[src/rtl/ama_riscv_decode_ctrl.sv]
// Decode-stage controller: 2-entry skid FIFO between fetch and decode, opcode -> imm_gen select.
// Optional perf counters enabled by AMA_RISCV_DEC_CTRL_PERF_EN.
module ama_riscv_decode_ctrl (
  input  logic        clk,
  input  logic        rst_n,
  input  logic        if_valid,
  input  logic [31:0] if_inst,
  input  logic [31:0] if_pc,
  output logic        if_ready,
  output logic        id_valid,
  input  logic        id_ready,
  output logic [31:0] id_inst,
  output logic [31:0] id_pc,
  output logic        id_illegal,
  output logic [2:0]  ig_sel,
  output logic [24:0] ig_in,
  input  logic        flush,
  output logic [31:0] perf_stall_cnt,
  output logic [31:0] perf_bubble_cnt
);

  // Local copies of the IG_* select encodings used by ama_riscv_imm_gen
  localparam logic [2:0] IgDisabled = 3'd0;
  localparam logic [2:0] IgIType    = 3'd1;
  localparam logic [2:0] IgSType    = 3'd2;
  localparam logic [2:0] IgBType    = 3'd3;
  localparam logic [2:0] IgJType    = 3'd4;
  localparam logic [2:0] IgUType    = 3'd5;

  localparam logic [1:0] CntEmpty = 2'd0;
  localparam logic [1:0] CntOne   = 2'd1;
  localparam logic [1:0] CntFull  = 2'd2;

  logic [1:0]  cnt_q, cnt_d;
  logic        wr_ptr_q, wr_ptr_d;
  logic        rd_ptr_q, rd_ptr_d;
  logic        held_q, held_d;
  logic [31:0] inst_mem [2];
  logic [31:0] pc_mem [2];
  logic        push, pop;
  logic [2:0]  class_sel;
  logic        class_illegal;

  assign if_ready = rst_n & (cnt_q != CntFull);
  assign id_valid = (cnt_q != CntEmpty) & ~flush;
  assign push     = if_valid & if_ready;
  assign pop      = id_valid & id_ready;

  assign id_inst  = inst_mem[rd_ptr_q];
  assign id_pc    = pc_mem[rd_ptr_q];
  assign ig_in    = id_inst[31:7];

  always_comb begin
    cnt_d    = cnt_q;
    wr_ptr_d = wr_ptr_q;
    rd_ptr_d = rd_ptr_q;
    held_d   = id_valid & ~id_ready;
    if (flush) begin
      cnt_d    = CntEmpty;
      wr_ptr_d = 1'b0;
      rd_ptr_d = 1'b0;
      held_d   = 1'b0;
    end else begin
      if (push) wr_ptr_d = ~wr_ptr_q;
      if (pop)  rd_ptr_d = ~rd_ptr_q;
      if (push && !pop)      cnt_d = cnt_q + 2'd1;
      else if (pop && !push) cnt_d = cnt_q - 2'd1;
    end
  end

  always_ff @(posedge clk or negedge rst_n) begin
    if (!rst_n) begin
      cnt_q    <= CntEmpty;
      wr_ptr_q <= 1'b0;
      rd_ptr_q <= 1'b0;
      held_q   <= 1'b0;
    end else begin
      cnt_q    <= cnt_d;
      wr_ptr_q <= wr_ptr_d;
      rd_ptr_q <= rd_ptr_d;
      held_q   <= held_d;
    end
  end

  // Payload storage is intentionally not reset
  always_ff @(posedge clk) begin
    if (push && !flush) begin
      inst_mem[wr_ptr_q] <= if_inst;
      pc_mem[wr_ptr_q]   <= if_pc;
    end
  end

  always_comb begin
    class_sel     = IgDisabled;
    class_illegal = 1'b0;
    case (id_inst[6:0])
      7'b0010011, 7'b0000011, 7'b1100111: class_sel = IgIType;
      7'b0100011:                         class_sel = IgSType;
      7'b1100011:                         class_sel = IgBType;
      7'b1101111:                         class_sel = IgJType;
      7'b0110111, 7'b0010111:             class_sel = IgUType;
      7'b0110011, 7'b0001111, 7'b1110011: class_sel = IgDisabled;
      default:                            class_illegal = 1'b1;
    endcase
  end

  // A held head keeps imm_gen replaying the immediate it already produced
  assign ig_sel     = (id_valid && !held_q) ? class_sel : IgDisabled;
  assign id_illegal = id_valid & class_illegal;

`ifdef AMA_RISCV_DEC_CTRL_PERF_EN
  logic [31:0] stall_cnt_q, bubble_cnt_q;

  always_ff @(posedge clk or negedge rst_n) begin
    if (!rst_n) begin
      stall_cnt_q  <= 32'd0;
      bubble_cnt_q <= 32'd0;
    end else begin
      if (id_valid && !id_ready) stall_cnt_q  <= stall_cnt_q + 32'd1;
      if (!id_valid && !flush)   bubble_cnt_q <= bubble_cnt_q + 32'd1;
    end
  end

  assign perf_stall_cnt  = stall_cnt_q;
  assign perf_bubble_cnt = bubble_cnt_q;
`else
  assign perf_stall_cnt  = 32'd0;
  assign perf_bubble_cnt = 32'd0;
`endif

endmodule

[config.mk]
export PLATFORM = sky130hd
export DESIGN_NAME = ama_riscv_decode_ctrl
export DESIGN_NICKNAME = d
export VERILOG_FILES = /design/src/rtl/ama_riscv_decode_ctrl.sv
export SDC_FILE = /design/constraint.sdc
export NUM_CORES = 1
export LEC_CHECK = 0
export BUFFER_PORTS_ARGS = -buffer_cell sky130_fd_sc_hd__buf_2
export CELL_PAD_IN_SITES_DETAIL_PLACEMENT = 0
export CELL_PAD_IN_SITES_GLOBAL_PLACEMENT = 2
export CORE_ASPECT_RATIO = 0.5
export CORE_MARGIN = 3
export CORE_UTILIZATION = 35
export DETAILED_ROUTE_END_ITERATION = 10
export GPL_ROUTABILITY_DRIVEN = 0
export GPL_TIMING_DRIVEN = 0
export PLACE_DENSITY = 0.86
export SLEW_MARGIN = 0
export SYNTH_ARGS = -nofsm -noshare
export SYNTH_HDL_FRONTEND = slang
export SYNTH_SLANG_ARGS = --single-unit
[constraint.sdc]
create_clock -name clk -period 11.4 [get_ports clk]
set_input_delay 1.14 -clock clk [delete_from_list [all_inputs] [get_ports clk]]
set_output_delay 1.14 -clock clk [all_outputs]
set_load 0.01 [all_outputs]
== Word level (Yosys, flattened, before mapping) ==
Memories as Yosys holds them, arrays and structs flattened.
Cells that the tools add are included.
W data, S select, Z words.

* Memories kept: 2
* RAM bits: 128
* Bits in read-only memories: 0
* Logic and storage cells: 58
* Input port bits: 69
* Bits in registers: 5
* Bits in latches: 0

{| class="wikitable"
|+ Memories
! memory !! words !! width !! read ports !! clocked after memory_dff !! wr ports !! RTL line !! text
|-
| inst_mem || 2 || 32 || 1 || 0 || 1 || 38 || <nowiki>logic [31:0] inst_mem [2];</nowiki>
|-
| pc_mem || 2 || 32 || 1 || 0 || 1 || 39 || <nowiki>logic [31:0] pc_mem [2];</nowiki>
|}

* Magnitude comparators: 0
* Div/mod/pow operators: 0
* Mux-type cells: 13
* Reductions and logical operators: 15
* Equal/unequal tests: 12
* Multipliers: 0
* Shift-type cells: 0
* Add/subtract/negate cells: 2
* Bitwise logic cells: 10

{| class="wikitable"
|+ Operator list
! cell !! count
|-
| $eq A7 B7 Y1 const B || 4
|-
| $eq A7 B6 Y1 const B || 3
|-
| $pmux W3 S5 || 1
|-
| $eq A7 B5 Y1 const B || 2
|-
| $reduce_or A11 Y1 || 1
|-
| $mux W1 || 8
|-
| $eq A7 B2 Y1 const B || 1
|-
| $eq A7 B4 Y1 const B || 1
|-
| $and A1 B1 Y1 || 6
|-
| $mux W2 || 3
|-
| $reduce_bool A2 Y1 || 3
|-
| $logic_and A1 B1 Y1 || 4
|-
| $logic_not A1 Y1 || 4
|-
| $not A1 Y1 || 4
|-
| $mux W3 || 1
|-
| $reduce_bool A3 Y1 || 1
|-
| $reduce_or A3 Y1 || 1
|-
| $add A2 B1 Y2 const B || 1
|-
| $ne A2 B2 Y1 const B || 1
|-
| $reduce_or A2 Y1 || 1
|-
| $sub A2 B1 Y2 const B || 1
|}

== Depth between registers and ports, before layout ==
* Word-level depth: 8
* Depth in mapped cells: 6
* Depth with buffers taken out: 5

== Worst setup path before layout ==
Ideal clock, no wire load.

* Path type: input -> register
* Start point: input port rst_n
* End point: memory inst_mem[0][0] (enable)
* Arrival time: 4107 ps
* Stages: 3
* Data required time: 10914 ps
* Slack: 6807 ps
* Path through: and2_1 -> nand3b_1 -> nor2_1

* Longest elaborated chain between the ends: 5

{| class="wikitable"
|+ RTL lines
! item !! RTL line !! text
|-
| start, declared || 5 || <nowiki>input logic rst_n,</nowiki>
|-
| $and A1 B1 Y1 || 44 || <nowiki>assign if_ready = rst_n & (cnt_q != CntFull);</nowiki>
|-
| $and A1 B1 Y1 || 46 || <nowiki>assign push = if_valid & if_ready;</nowiki>
|-
| $logic_and A1 B1 Y1 || 87 || <nowiki>if (push && !flush) begin</nowiki>
|-
| $mux W1 || 87 ||
|-
| $mux W1 (implied by the code) || 88 || <nowiki>inst_mem[wr_ptr_q] <= if_inst;</nowiki>
|-
| end, declared || 38 ||
|}

No other way between the ends.

== Worst setup path after layout ==
* Start point: register rd_ptr_q
* End point: output port ig_in[22]

* Longest elaborated chain between the ends: 1

{| class="wikitable"
|+ RTL lines
! item !! RTL line !! text
|-
| start, declared || 36 || <nowiki>logic rd_ptr_q, rd_ptr_d;</nowiki>
|-
| start signal, assigned || 80 || <nowiki>rd_ptr_q <= rd_ptr_d;</nowiki>
|-
| $mem_v2 Z2 W32 || n/a ||
|-
| end, declared || 16 || <nowiki>output logic [24:0] ig_in,</nowiki>
|}

No other way between the ends.

==> out/results.md <==
### Status
• **run status** completed

### Detailed routing
• **number of routed nets with antenna violations** 0
• **DR vias/cell** 4.022
• **number of optimization iterations in the first detailed-route pass** 4
• **total number of vias** 3366
• **average wire per cell in the routed design** 13.99 um
• **drt total wl** 11710 um
• **DRC violations left** 0
• **number of design-rule violations left by the first detailed-router iteration** 149

### Worst setup path
• **worst endpoint data arrival time** 2090 ps
• **register-to-register setup slack** 9560 ps
• **cell at the slowest stage of the critical path** sky130_fd_sc_hd__mux2_2
• **kind of launch point of the worst setup path** flop
• **type of the setup path with the least slack** flop to output port
• **dominant cell type by count on the critical path** sky130_fd_sc_hd__buf_2
• **critical path cell sequence** buf_6 -> buf_2 -> buf_2 -> mux2_2 -> buf_4 -> buf_2
• **maximum cell stage delay along the critical path** 390 ps
• **required arrival time at the worst endpoint** 10260 ps
• **peak fanout along the critical path** 10
• **endpoint type of the worst setup path** output port

### Clock tree
• **Post-CTS Hold Fix Bufs** 0
• **cell at the root of the clock tree** sky130_fd_sc_hd__clkbuf_16
• **total number of clock tree sinks** 133
• **post-CTS setup buffer count** 0
• **register clock-pin slew on the reported worst setup and hold paths** 60 ps
• **CTS tree** built
• **Worst-Skew Late Latency** 400 ps
• **Inserted Clock Buffers** 17
• **maximum clock path buffer count** 2
• **H-tree level count** 4
• **quantity of gates resized following cts** 0

### STA
• **unrepaired setup endpoints after global routing** false
• **total count of max-transition violations in the final report** 0
• **Final Worst Setup Slack** 8165 ps
• **post-layout minimum cycle time** 3235 ps
• **final worst clock skew** 7.634 ps
• **Final setup viols** 0
• **Fin Setup TNS** 0 ps
• **upper clock frequency limit** 309.2 MHz
• **final hold violations** 0
• **Period Utilization, post-route** 28.37%

### Die
• **horizontal extent of the die** 187.5 um
• **effective utilization at floorplan** 36.54%
• **area of the die** 18140 um2
• **boundary pin count** 228
• **total core area** 15780 um2
• **number of rows created at floorplan** 32
• **die height** 96.75 um

### Cells and area
• **nets** 671
• **area used by multi-input combinational logic** 1306 um2
• **Filler Cell Count** 1430
• **layout cell share with drive strength beyond 1** 58.21%
• **area growth from synthesis to layout** 35.82%
• **Register Area** 3969 um2
• **final core utilization** 49.63%

### Place
• **worst setup timing slack at the placement stage** 8150 ps
• **detailed-placement wirelength estimate** 8613 um
• **total of buffers placed on input and output ports** 163

### Synthesis
• **sequential area share after synthesis** 68.85%
• **number of warnings issued by yosys** 0
• **mean instance size in the synthesized netlist** 16.33 um2
• **flip-flop and latch count after synthesis** 133
• **count of distinct cell types in the synthesized netlist** 34
• **count of flip-flops with a built-in enable after synthesis** 128
• **synthesized cell area** 5764 um2
• **dominant synthesized flop cell** sky130_fd_sc_hd__edfxtp_1
• **cell count after synthesis** 353
• **async set-or-reset flop fraction in the synthesized netlist** 3.759%

### Power
• **total power density per cell area** 160.9 nW/um2
• **leakage power figure** 3.301 nW
• **Max VDD drop** 0.08647 mV

### Global routing
• **antenna violations before repair** 4
• **maximum number of pins on one net before global-route repair** 33
• **wire length of the first global-routing pass** 17730 um
• **vias in the first global route** 3366
• **leftover overflow at the end of global routing** 0
• **Total Routing Usage GR** 12.63%

### Run
• **number of max-cap violations** 0

### Min path
• **class of the tightest hold or removal check** input pin to asynchronous set/reset pin

-- cell type report --
cell class | instances | area share [%]
Antenna cell | 1 | 0.03196
Buffer | 97 | 9.126
Clock buffer | 18 | 5.482
Clock inverter | 14 | 2.669
Inverter | 7 | 0.3356
Multi-Input combinational cell | 179 | 16.69
Sequential cell | 133 | 50.70
Tap cell | 221 | 3.532
Timing Repair Buffer | 167 | 11.44
-- power by group --
| part | switching, W | internal, W | total, W |
|---|---|---|---|
| clock | 0.000194 | 0.000386 | 0.000581 |
| sequential | 0.00000351 | 0.000549 | 0.000552 |
| combinational | 0.0000630 | 0.0000637 | 0.000127 |
| total | 0.000261 | 0.000999 | 0.00126 |
-- routing by layer --
metal  GRT usage [%]  wire (um)
met3           3.946        649
met4           5.012         85
met1           13.25       4549
met5               0         33
met2           23.62       6393
-- cells by family after synthesis --
logic type | synth area share [%]
buffers and inverters | 12.85
flip-flops | 68.85
multiplexers | 12.83
other | 0.06506
XOR/XNOR | 0.6079
AND/OR/NAND/NOR | 3.082
AO/OA/AOI/OAI | 1.715
-- cells in the final DEF (no fill, tap or decap), drive strengths merged --
master	instances
buf	264
edfxtp	128
conb	64
mux2	62
clkbuf	18
nor2	10
inv	7
nand3	5
bufinv	5
clkinvlp	5
dfrtp	5
o21ai	4
nand3b	4
clkinv	4
mux2i	3
and2	2
nand2b	2
xnor2	2
xor2	2
nand2	2
a211oi	2
a21oi	2
diode	1
and4b	1
nor4bb	1
o21bai	1
nor3	1
o22ai	1
nand4	1
and3	1
o2111a	1
o211ai	1
nor4	1
a311oi	1
nand4b	1
a31oi	1
-- synthesized netlist by cell type (2+ instances only) --
library cell | number | area share (%)
sky130_fd_sc_hd__inv_1 | 7 | 0.46
sky130_fd_sc_hd__nand2b_1 | 2 | 0.22
sky130_fd_sc_hd__nand3b_1 | 4 | 0.52
sky130_fd_sc_hd__mux2_2 | 59 | 12
sky130_fd_sc_hd__buf_4 | 89 | 12
sky130_fd_sc_hd__dfrtp_1 | 5 | 2.2
sky130_fd_sc_hd__a21oi_1 | 2 | 0.17
sky130_fd_sc_hd__a211oi_1 | 2 | 0.26
sky130_fd_sc_hd__nand2_1 | 2 | 0.13
sky130_fd_sc_hd__mux2_4 | 3 | 0.78
sky130_fd_sc_hd__nor2_1 | 10 | 0.65
sky130_fd_sc_hd__o21ai_0 | 4 | 0.35
sky130_fd_sc_hd__buf_2 | 7 | 0.61
sky130_fd_sc_hd__xnor2_1 | 2 | 0.30
sky130_fd_sc_hd__edfxtp_1 | 128 | 67
sky130_fd_sc_hd__and2_1 | 2 | 0.22
sky130_fd_sc_hd__mux2i_1 | 3 | 0.52
sky130_fd_sc_hd__nand3_1 | 5 | 0.43
sky130_fd_sc_hd__xor2_1 | 2 | 0.30
-- state kept, by name (all words and copies together), names as in the netlist --
| signal | flops |
|---|---|
| pc_mem | 64 |
| inst_mem | 64 |
| held_q | 1 |
| wr_ptr_q | 1 |
| rd_ptr_q | 1 |
| cnt_q | 2 |
-- final timing paths --
check | cells past startpoint | end | from
min | 1 | cnt_q[1]$_DFFE_PN0P_ | rst_n
max reg2reg | 5 | inst_mem[0][16]$_DFFE_PP_ | cnt_q[0]$_DFFE_PN0P_
max in group asynchronous | 1 | cnt_q[0]$_DFFE_PN0P_ | rst_n
min in group clk | 2 | cnt_q[1]$_DFFE_PN0P_ | cnt_q[1]$_DFFE_PN0P_
max | 6 | ig_in[22] | rd_ptr_q$_DFFE_PN0P_
min reg2reg | 2 | cnt_q[1]$_DFFE_PN0P_ | cnt_q[1]$_DFFE_PN0P_
-- stage by stage --
stage | instance area [um2] | power [W] | hold slack (ps) | cells
after CTS | 7826 | 0.001275 | 568.6 | 836
after global placement | 7093 | 0.0006866 | 605.0 | 800
after global routing | 7829 | 0.001305 | 585.6 | 837
after floorplan | 6001 | 0.0006432 | 574.4 | 416
after detailed placement | 7188 | 0.0006896 | 651.2 | 804
final | 7829 | 0.001260 | 591.8 | 837
-- critical path: cells and delay by family (launching register included) --
family	cells	cell delay, ps
buffers and inverters	5	960
flip-flops	1	340
multiplexers	1	390
No activity file was read; power rests on OpenSTA's default activity.
